==> config.mk <==
export PLATFORM = sky130hd
export DESIGN_NAME = mem_access_unit
export DESIGN_NICKNAME = d
export VERILOG_FILES = /design/src/rtl/mem_access_pkg.sv /design/src/rtl/mem_lane_align.sv /design/src/rtl/mem_access_unit.sv
export SDC_FILE = /design/constraint.sdc
export NUM_CORES = 1
export LEC_CHECK = 0
export CORE_AREA = 2 2 124 126
export DETAILED_ROUTE_END_ITERATION = 7
export DIE_AREA = 0 0 126 128
export DONT_BUFFER_PORTS = 1
export SLEW_MARGIN = 30
export SYNTH_ARGS = -nofsm -noshare
export SYNTH_HDL_FRONTEND = slang
export SYNTH_SLANG_ARGS = --single-unit
==> constraint.sdc <==
create_clock -name clk -period 5.5 [get_ports clk]
set_input_delay 1.65 -clock clk [delete_from_list [all_inputs] [get_ports clk]]
set_output_delay 1.65 -clock clk [all_outputs]
set_load 0.05 [all_outputs]
==> src/rtl/mem_access_pkg.sv <==
// Shared encodings for the CPU-side memory access unit: access sizes,
// controller states, and the alignment/legality rule applied at accept time.
package mem_access_pkg;

    typedef enum logic [1:0] {
        SIZE_BYTE    = 2'd0,
        SIZE_HALF    = 2'd1,
        SIZE_WORD    = 2'd2,
        SIZE_ILLEGAL = 2'd3
    } size_e;

    typedef enum logic [1:0] {
        IDLE  = 2'd0,
        READ  = 2'd1,
        WRITE = 2'd2,
        RESP  = 2'd3
    } state_e;

    // An access faults when its size is illegal or its address is not naturally aligned.
    function automatic logic access_fault(input size_e size, input logic [1:0] lane);
        return (size == SIZE_ILLEGAL) ||
               ((size == SIZE_HALF) && lane[0]) ||
               ((size == SIZE_WORD) && (lane != 2'b00));
    endfunction

endpackage

==> src/rtl/mem_lane_align.sv <==
// Little-endian byte-lane steering: extracts and extends sub-word loads from a
// memory word, and merges sub-word store data into a memory word.
module mem_lane_align
    import mem_access_pkg::*;
(
    input  logic [31:0] word,
    input  size_e       size,
    input  logic [1:0]  lane,
    input  logic        sign_extend,
    input  logic [31:0] wdata,
    output logic [31:0] load_data,
    output logic [31:0] merged_data
);

    logic [4:0]  byte_shift;
    logic [4:0]  half_shift;
    logic [7:0]  byte_val;
    logic [15:0] half_val;
    logic [31:0] byte_mask;
    logic [31:0] half_mask;

    // A half-word always starts on lane 0 or lane 2.
    assign byte_shift = {lane, 3'b000};
    assign half_shift = {lane[1], 4'b0000};
    assign byte_val   = 8'(word >> byte_shift);
    assign half_val   = 16'(word >> half_shift);
    assign byte_mask  = 32'h0000_00ff << byte_shift;
    assign half_mask  = 32'h0000_ffff << half_shift;

    always_comb begin
        // NOTE: every output gets a default before the case so no path can infer a latch.
        load_data   = word;
        merged_data = wdata;
        case (size)
            SIZE_BYTE: begin
                load_data   = {{24{sign_extend & byte_val[7]}}, byte_val};
                merged_data = (word & ~byte_mask) | ({24'b0, wdata[7:0]} << byte_shift);
            end
            SIZE_HALF: begin
                load_data   = {{16{sign_extend & half_val[15]}}, half_val};
                merged_data = (word & ~half_mask) | ({16'b0, wdata[15:0]} << half_shift);
            end
            default: ;
        endcase
    end

endmodule

==> src/rtl/mem_access_unit.sv <==
// Single-outstanding load/store unit between a CPU request port and a word-wide
// memory; sub-word stores are done as read-modify-write.
module mem_access_unit
    import mem_access_pkg::*;
#(
    parameter int addresswidth = 32,
    parameter int width        = 32
) (
    input  logic                    clk,
    input  logic                    reset_n,
    input  logic                    req_valid,
    output logic                    req_ready,
    input  logic                    req_write,
    input  logic [1:0]              req_size,
    input  logic                    req_signed,
    input  logic [31:0]             req_addr,
    input  logic [width-1:0]        req_wdata,
    output logic                    resp_valid,
    output logic [width-1:0]        resp_rdata,
    output logic                    resp_err,
    output logic [addresswidth-1:0] mem_address,
    output logic                    mem_writeEnable,
    output logic [width-1:0]        mem_dataIn,
    input  logic [width-1:0]        mem_dataOut
);

    state_e      state, state_next;
    logic        write_q;
    size_e       size_q;
    logic        signed_q;
    logic        err_q;
    logic [31:0] addr_q;
    logic [31:0] wdata_q;
    logic [31:0] rdata_q;
    logic [31:0] data_in_q;
    logic [31:0] load_data;
    logic [31:0] merged_data;
    logic        accept;
    logic        fault;

    assign accept = req_valid && (state == IDLE);
    assign fault  = access_fault(size_e'(req_size), req_addr[1:0]);

    mem_lane_align u_lane_align (
        .word        (mem_dataOut),
        .size        (size_q),
        .lane        (addr_q[1:0]),
        .sign_extend (signed_q),
        .wdata       (wdata_q),
        .load_data   (load_data),
        .merged_data (merged_data)
    );

    always_ff @(posedge clk or negedge reset_n) begin
        if (!reset_n) begin
            state     <= IDLE;
            write_q   <= 1'b0;
            size_q    <= SIZE_BYTE;
            signed_q  <= 1'b0;
            err_q     <= 1'b0;
            addr_q    <= '0;
            wdata_q   <= '0;
            rdata_q   <= '0;
            data_in_q <= '0;
        end else begin
            // NOTE: non-blocking assignments so every register samples pre-edge values.
            state <= state_next;
            if (accept) begin
                write_q  <= req_write;
                size_q   <= size_e'(req_size);
                signed_q <= req_signed;
                err_q    <= fault;
                addr_q   <= req_addr;
                wdata_q  <= req_wdata;
                rdata_q  <= '0;
                if (req_write && !fault && (size_e'(req_size) == SIZE_WORD))
                    data_in_q <= req_wdata;
            end
            // Memory presents the addressed word on the negedge inside READ.
            if (state == READ) begin
                if (write_q)
                    data_in_q <= merged_data;
                else
                    rdata_q <= load_data;
            end
        end
    end

    always_comb begin
        state_next      = state;
        req_ready       = 1'b0;
        resp_valid      = 1'b0;
        resp_err        = 1'b0;
        resp_rdata      = '0;
        mem_writeEnable = 1'b0;
        case (state)
            IDLE: begin
                req_ready = 1'b1;
                if (req_valid) begin
                    if (fault)
                        state_next = RESP;
                    else if (!req_write)
                        state_next = READ;
                    else if (size_e'(req_size) == SIZE_WORD)
                        state_next = WRITE;
                    else
                        state_next = READ;
                end
            end
            READ:  state_next = write_q ? WRITE : RESP;
            WRITE: begin
                mem_writeEnable = 1'b1;
                state_next      = RESP;
            end
            RESP: begin
                resp_valid = 1'b1;
                resp_err   = err_q;
                resp_rdata = rdata_q;
                state_next = IDLE;
            end
            default: state_next = IDLE;
        endcase
    end

    assign mem_address = addresswidth'(addr_q >> 2);
    assign mem_dataIn  = data_in_q;

endmodule

==> results_dict.tcl, run 1 <==
set metrics [dict create \
    status "finished, final reports clean" \
    synth_largest_area_cell "dfrtp_1" \
    rsz0062_at_grt "false" \
    ant_nets 0 \
    whs_ps 495 \
    finalSetupViolations 0 \
    crit_slowest_cell "and2_1" \
    period_share 0.631 \
    final_cell_area_mm2 0.00776 \
    setup_ws_ps 2030 \
    cts_tree "yes" \
    internal-power_mw 3.16 \
    max_stage_delay_ps 520 \
    synth_cell_types 43 \
    hold_path_end "err_q" \
    detail_route.wl_per_cell_um 23.5 \
    async_reset_ff_frac 1.00 \
    holdBufCountCts 0 \
    synth_area_leaders "dfrtp_1 46%, mux2_2 11%, mux2i_1 6.9%, a21oi_1 3.7%, buf_4 3.5%" \
    combPwrFrac 0.358 \
    regToRegStartpoint "size_q[0]" \
    hold_path_class "reg2reg" \
    synth_edf_count 0 \
    pre_cts_ws_ps 2390 \
    worstPathArrival_ps 1820 \
    grt_pass1_wl_um 29500 \
    via_count 5220 \
    dieArea_mm2 0.0161 \
    hold_path.startpoint "err_q" \
    path_clk_slew_ps 50 \
    grtUsageTotal 0.238 \
    yosysWarningCount 0 \
    path_cells "ha_1, buf_4, and2_1" \
    utilization 0.522 \
    wirelength_um 19300 \
    num_rows 45 \
    placed_cell_area_mm2 0.00711 \
    critPathKind "reg2out" \
    firstDrtPassIters 5 \
    p_leak_nw 3.45 \
    slew-limit-headroom 0.366 \
    layout-drive-gt1-share 0.211 \
    ys_seq_area_frac 0.465 \
    p_sw_frac 0.486 \
    cts_sinks 135 \
    grt_start_max_net_pins 136 \
    synth.cell_area_mm2 0.00727 \
    endpoint_kind "primary output" \
    cts_root_buffer "clkbuf_16" \
    synth_ff_type "dfrtp_1" \
    synth_top_area_frac 0.465 \
    ios 203 \
    fin_setup_tns_ps 0 \
    timing.rr.end "mem_dataIn[18]" \
    holdPathStages 2 \
    worstMarginPinSlew_ps 950 \
    min_period_ps 3470 \
    antenna_found_initial 0 \
    postCtsSetupRepairBufs 0 \
    reg2reg_depth 4 \
    fill_cells 1358 \
    place_congestion 0.886 \
    power_frac_seq 0.442 \
    drc 0 \
    p_per_area_mw_per_mm2 792 \
    port_buffers 0 \
    p_sw_mw 2.99 \
    die_h_um 128 \
    cts_resized 0 \
    nNetsFinal 728 \
    p_clk_frac 0.200 \
    max_freq_mhz 288 \
    start_util 0.489 \
    fin_skew_ps 7.73 \
    synthCells 674 \
    die-width_um 126 \
    first_global_vias 5164 \
    finalHoldViolCount 0 \
    grt-ovfl-total 0 \
    cts.path.max_buffers 2 \
    core_area_mm2 0.0149 \
    syn2layout_area_growth_pct 6.73 \
    path_max_fanout 34 \
    cp-start-kind "flop" \
    syn_avg_cell_area_um2 10.8 \
    dp_hpwl_um 13500 \
    crit_required_ps 3850 \
    maxSlewViolCount 0 \
    drtIter0Drc 391 \
    diodes 0 \
    ys_ff_latch 135 \
    clock_latency_ps 420 \
    rrSetupSlack_ps 2710 \
    via_per_inst 6.35 \
    cts-buffers-inserted 17 \
    max-vdd-ir-drop_mv 0.333 \
    drv_cap 0 \
    htreeDepth 4 \
]
## power by group through the flow
stage               combinational (mW)  clock [mW]  sequential (mW)
global route                      2.38        1.30             2.79
global placement                  2.12           0             2.72
CTS                               2.20        1.25             2.72
floorplan                         2.50           0             2.15
detailed placement                2.19           0             2.74
finish                            2.20        1.23             2.72
## logic make-up after synthesis
group                      synth area share
and+or+nand+nor                      0.0948
DFF                                   0.465
other                              0.000516
adders and majority gates           0.00688
AOI/OAI and AO/OA                     0.183
muxes                                 0.182
buffers and inverters                0.0683
## worst max-delay path, delay by kind of cell, from the launching register on
| family | cells | cell delay (ps) |
|---|---|---|
| AND/OR/NAND/NOR | 1 | 520 |
| flip-flops | 1 | 390 |
| adder cells (fa/ha/maj) | 1 | 160 |
| buffers and inverters | 1 | 320 |
## layout by cell type (no fill, tap or decap), drive strengths merged, types with 12 or more instances in the layout
cell type,netlist,final
dfrtp,135,135
mux2,73,73
a21oi,66,66
mux2i,50,50
nand2,35,35
and2,34,34
a211oi,26,26
a22oi,23,23
clkbuf,24,21
o22ai,18,18
a22o,14,14
o21ai,13,13
nor2,12,12
## registers in the layout, indices dropped and copies added, names as in the netlist
| signal | flops |
|---|---|
| wdata_q | 32 |
| size_q | 2 |
| signed_q | 1 |
| err_q | 1 |
| write_q | 1 |
| addr_q | 32 |
| rdata_q | 32 |
| mem_dataIn | 32 |
| state | 2 |
## how the worst max path moves through the flow
stage	startpoint	to	cells past startpoint	slack, ps
4_1_cts	state[0]	resp_rdata[12]	3	1990
3_3_place_gp	req_valid	rdata_q[15]	4	2430
5_1_grt	state[0]	resp_rdata[12]	3	1920
6_report	state[0]	resp_rdata[12]	3	2030
3_5_place_dp	mem_dataOut[23]	rdata_q[30]	4	2390
2_1_floorplan	state[0]	resp_rdata[10]	3	2250
## cell usage after synthesis, types with 3 or more instances
cell	number
nand3_1	4
nor3_1	10
clkinv_1	3
inv_1	4
nand2b_1	8
buf_2	19
or3_1	7
dfrtp_1	135
buf_4	34
o21ai_0	13
o22ai_1	17
ha_1	4
nand2_1	34
o221ai_1	6
a22oi_1	23
a21o_1	9
clkbuf_1	24
a22o_1	14
o31ai_1	6
and3_1	8
mux2i_1	50
mux2_2	73
and2_1	33
nor2_1	12
a21oi_2	12
a2bb2oi_1	10
nor2b_1	6
a21oi_1	54
a211oi_1	26
## layer usage
| metal | track usage | share of wire |
|---|---|---|
| met3 | 0.0860 | 0.10 |
| met4 | 0.0782 | 0.016 |
| met5 | 0 | 0 |
| met1 | 0.322 | 0.43 |
| met2 | 0.357 | 0.46 |
## layout make-up
class | count | area (µm²) | area share
clock buffer | 21 | 480 | 0.0619
clock inverter | 11 | 170 | 0.0219
inverter | 7 | 26.3 | 0.00339
multi-input combinational | 452 | 3410 | 0.439
sequential | 135 | 3380 | 0.435
tap | 188 | 235 | 0.0303
timing repair buffer | 8 | 60.1 | 0.00774
## stage by stage
| stage | power [mW] | cells |
|---|---|---|
| 2_1_floorplan | 4.65 | 675 |
| 3_3_place_gp | 4.84 | 790 |
| 3_5_place_dp | 4.93 | 790 |
| 4_1_cts | 6.18 | 822 |
| 5_1_grt | 6.47 | 822 |
| 6_report | 6.15 | 822 |
Note: power is estimated with default switching activity, not from simulation.
==> run 2: changes to the inputs <==
- clock period: 5.5 -> 3.4 ns (I/O delays scaled with it)
==> results_dict.tcl, run 2 (synthesized netlist as in run 1, its figures left out) <==
set metrics [dict create \
    clock_latency_ps 430 \
    endpoint_kind "primary output" \
    first_global_vias 5350 \
    via_count 5288 \
    fin_setup_tns_ps 0 \
    port_buffers 0 \
    whs_ps 288 \
    rsz0062_at_grt "false" \
    drtIter0Drc 391 \
    grtUsageTotal 0.251 \
    die_h_um 128 \
    multiInputGateArea_mm2 0.00341 \
    hold_path_class "in2async" \
    place_congestion 0.872 \
    p_per_area_mw_per_mm2 1290 \
    wirelength_um 19900 \
    max-vdd-ir-drop_mv 0.696 \
    worstPathArrival_ps 2100 \
    layout-drive-gt1-share 0.238 \
    core_area_mm2 0.0149 \
    holdBufCountCts 0 \
    cts-buffers-inserted 17 \
    final_common_cell "dfrtp_1" \
    slew-limit-headroom 0.437 \
    finalHoldViolCount 0 \
    p_leak_nw 3.58 \
    cp-start-kind "flop" \
    diodes 0 \
    cts_resized 0 \
    detail_route.wl_per_cell_um 23.6 \
    grt_start_max_net_pins 136 \
    dieArea_mm2 0.0161 \
    crit_required_ps 2380 \
    ant_nets 0 \
    register_area_mm2 0.00338 \
    firstDrtPassIters 5 \
    cts_sinks 135 \
    period_share 0.917 \
    path_clk_slew_ps 60 \
    worstMarginPinSlew_ps 843 \
    syn2layout_area_growth_pct 9.60 \
    dp_hpwl_um 14000 \
    cts_root_buffer "clkbuf_16" \
    critPathKind "reg2out" \
    cts.path.max_buffers 2 \
    mostFrequentLayoutCells "134 x dfrtp_1, 73 x mux2_2, 54 x a21oi_1" \
    postCtsSetupRepairBufs 0 \
    drc 0 \
    path_max_fanout 34 \
    grt_pass1_wl_um 31300 \
    nNetsFinal 750 \
    max_freq_mhz 321 \
    grt-ovfl-total 0 \
    finalSetupViolations 0 \
    htreeDepth 4 \
    fill_cells 1304 \
    via_per_inst 6.27 \
    num_rows 45 \
    start_util 0.489 \
    min_period_ps 3120 \
    antenna_found_initial 0 \
    fin_skew_ps 6.60 \
    maxSlewViolCount 0 \
    status "finished, final reports clean" \
    die-width_um 126 \
    ios 203 \
    cts_tree "yes" \
    drv_cap 0 \
]
-- run 2: final timing paths --
path	start	endpoint	slack, ps	depth (start not counted)
max	state[0]	resp_rdata[5]	280	2
max reg2reg	addr_q[1]	mem_dataIn[0]	960	5
max in group asynchronous	reset_n	rdata_q[15]	2870	0
min reg2reg	err_q	err_q	490	2
min	reset_n	wdata_q[20]	290	0
min in group clk	err_q	err_q	490	2
-- run 2: worst max-delay path: stages, from the launching register on --
cell and delay, ps:
dfrtp_1 400, ha_1 690, and2_1 560
-- run 2: layer usage --
layer,vias up,share of wire,track usage
li1,2378,-,-
met1,2647,0.43,0.354
met2,239,0.45,0.361
met3,24,0.10,0.0860
met4,0,0.018,0.0924
met5,-,0,0
-- run 2: cell type report --
| class | count | share of cell area |
|---|---|---|
| Tap cell | 188 | 0.0295 |
| Multi-Input combinational cell | 452 | 0.428 |
| Timing Repair Buffer | 30 | 0.0298 |
| Inverter | 7 | 0.00330 |
| Sequential cell | 135 | 0.424 |
| Clock buffer | 17 | 0.0534 |
| Clock inverter | 15 | 0.0316 |
-- run 2: metrics by stage --
step	worst slack, ps	cell area [µm²]	power, mW	instances	util
after global routing	103	7970	10.8	844	0.536
after global placement	836	7290	8.01	812	0.490
after floorplan	779	7280	7.52	675	-
after CTS	236	7970	10.3	844	0.536
after detailed placement	696	7290	8.16	812	0.491
final	284	7970	10.2	844	0.536
-- run 2: report_power, final --
| part | switching, mW | internal, mW | total (mW) | leakage [nW] |
|---|---|---|---|---|
| clock network | 0.736 | 1.38 | 2.11 | 0.320 |
| registers | 2.04 | 2.41 | 4.44 | 1.60 |
| logic | 2.16 | 1.53 | 3.69 | 1.66 |
==> run 3: changes to the inputs <==
==> constraint.sdc (replaced) <==
create_clock -name clk -period 3.4 [get_ports clk]
set_input_delay 0.34 -clock clk [delete_from_list [all_inputs] [get_ports clk]]
set_output_delay 0.34 -clock clk [all_outputs]
set_load 0.05 [all_outputs]
==> results_dict.tcl, run 3 (synthesized netlist as in run 1, its figures left out) <==
set metrics [dict create \
    finalNonFillerCells 827 \
    finalSetupViolations 0 \
    dieArea_mm2 0.0161 \
    ios 203 \
    clock_latency_ps 420 \
    p_leak_nw 3.47 \
    num_rows 45 \
    start_util 0.489 \
    fin_skew_ps 4.75 \
    use_met1 0.333 \
    max_stage_delay_ps 690 \
    status "complete, but fails checks" \
    htreeDepth 4 \
    slew-limit-headroom 0.367 \
    port_buffers 0 \
    dp_hpwl_um 13700 \
    place_congestion 0.856 \
    path_buf_inv 0 \
    placed_cell_area_mm2 0.00715 \
    crit_required_ps 3060 \
    met3_usage 0.0939 \
    endpoint_kind "primary output" \
    worstMarginPinSlew_ps 950 \
    mostFrequentLayoutCells "134 x dfrtp_1, 73 x mux2_2, 54 x a21oi_1" \
    use_met2 0.361 \
    path_clk_slew_ps 60 \
    wirelength_um 19700 \
    maxSlewViolCount 0 \
    min_period_ps 2430 \
    reg2reg_depth 4 \
    grt_pass1_wl_um 30100 \
    diodes 0 \
    via_count 5234 \
    hold_path_class "in2async" \
    path_cells "ha_1, and2_1" \
    die-width_um 126 \
    grt_start_max_net_pins 136 \
    nNetsFinal 733 \
    failed_checks "hold timing" \
    crit_slowest_cell "ha_1" \
    final_common_cell "dfrtp_1" \
    cts-buffers-inserted 17 \
    critPathTopFamily "adder cells" \
    max-vdd-ir-drop_mv 0.646 \
    timing.rr.end "rdata_q[30]" \
    critPathKind "reg2out" \
    whs_ps -385 \
    top_usage_layer "met2" \
    p_per_area_mw_per_mm2 1280 \
    firstDrtPassIters 5 \
    grtUsageTotal 0.242 \
    max_freq_mhz 411 \
    drc 0 \
    cts_tree "yes" \
    placed_cells 795 \
    via_per_inst 6.33 \
    period_share 0.716 \
    die_h_um 128 \
    core_area_mm2 0.0149 \
    drv_cap 0 \
    cts_root_buffer "clkbuf_16" \
    regToRegStartpoint "size_q[1]" \
    first_global_vias 5206 \
    cts.path.max_buffers 2 \
    grt-ovfl-total 0 \
    rsz0062_at_grt "false" \
    antenna_found_initial 0 \
    final_cell_area_mm2 0.00779 \
    drtIter0Drc 443 \
    syn2layout_area_growth_pct 7.17 \
    rrSetupSlack_ps 1040 \
    ant_nets 0 \
    path_max_fanout 34 \
    layout-drive-gt1-share 0.216 \
    detail_route.wl_per_cell_um 23.9 \
    worstPathArrival_ps 2090 \
    finalHoldViolCount 135 \
    fin_setup_tns_ps 0 \
    cp-start-kind "flop" \
    cts_sinks 135 \
]
-- run 3: cell types whose count changed in the layout (fill, tap and decap cells not counted) --
cell       delta
clkinv_4      -3
clkbuf_1      +1
clkinv_2      +1
buf_12        -1
clkbuf_8      +3
buf_4        -16
bufinv_16     -2
-- run 3: per-layer routing --
layer	up-vias	wire, µm
met3	21	2140
met1	2651	8280
met2	221	9090
met4	0	217
met5	-	0
li1	2341	-
-- run 3: final cells by class --
class | count | area [µm²]
Fill cell | 1356 | 7070
Clock buffer | 21 | 470
Clock inverter | 11 | 170
Multi-Input combinational cell | 452 | 3410
Sequential cell | 135 | 3380
Inverter | 7 | 26.3
Timing Repair Buffer | 13 | 97.6
Tap cell | 188 | 235
-- run 3: worst reg2reg max path, stage by stage, from the launching register on --
cell     delay, ps
dfrtp_2        930
or3_4          280
o22ai_2         80
a21oi_2        730
a21oi_1        180
-- run 3: what timing repair did --
item                      CTS  global route
resized for setup           0             0
hold endpoints to repair  135           135
setup buffers               0             0
-- run 3: worst max path at each step --
| stage | slack, ps | from | endpoint | cells past startpoint |
|---|---|---|---|---|
| finish | 970 | state[0] | resp_rdata[15] | 2 |
| detailed placement | 1060 | size_q[1] | rdata_q[30] | 4 |
| global route | 760 | state[0] | resp_rdata[0] | 2 |
| global placement | 890 | size_q[1] | rdata_q[0] | 4 |
| floorplan | 1250 | state[0] | addr_q[10] | 6 |
| CTS | 890 | state[0] | resp_rdata[0] | 2 |
-- run 3: power by group --
part	internal (mW)	switching, mW
Clock	1.29	0.702
Sequential	2.41	2.07
Combinational	1.43	2.09
Total	5.13	4.86
-- run 3: per-stage QoR --
stage | hold WS, ps | total power, mW | setup slack (ps) | util
6_report | -385 | 9.98 | 967 | 0.524
5_1_grt | -406 | 10.5 | 756 | 0.524
4_1_cts | -400 | 10.0 | 888 | 0.524
3_5_place_dp | 49.1 | 8.03 | 1060 | 0.481
3_3_place_gp | 48.7 | 7.88 | 892 | 0.481
2_1_floorplan | 44.4 | 7.52 | 1250 | -
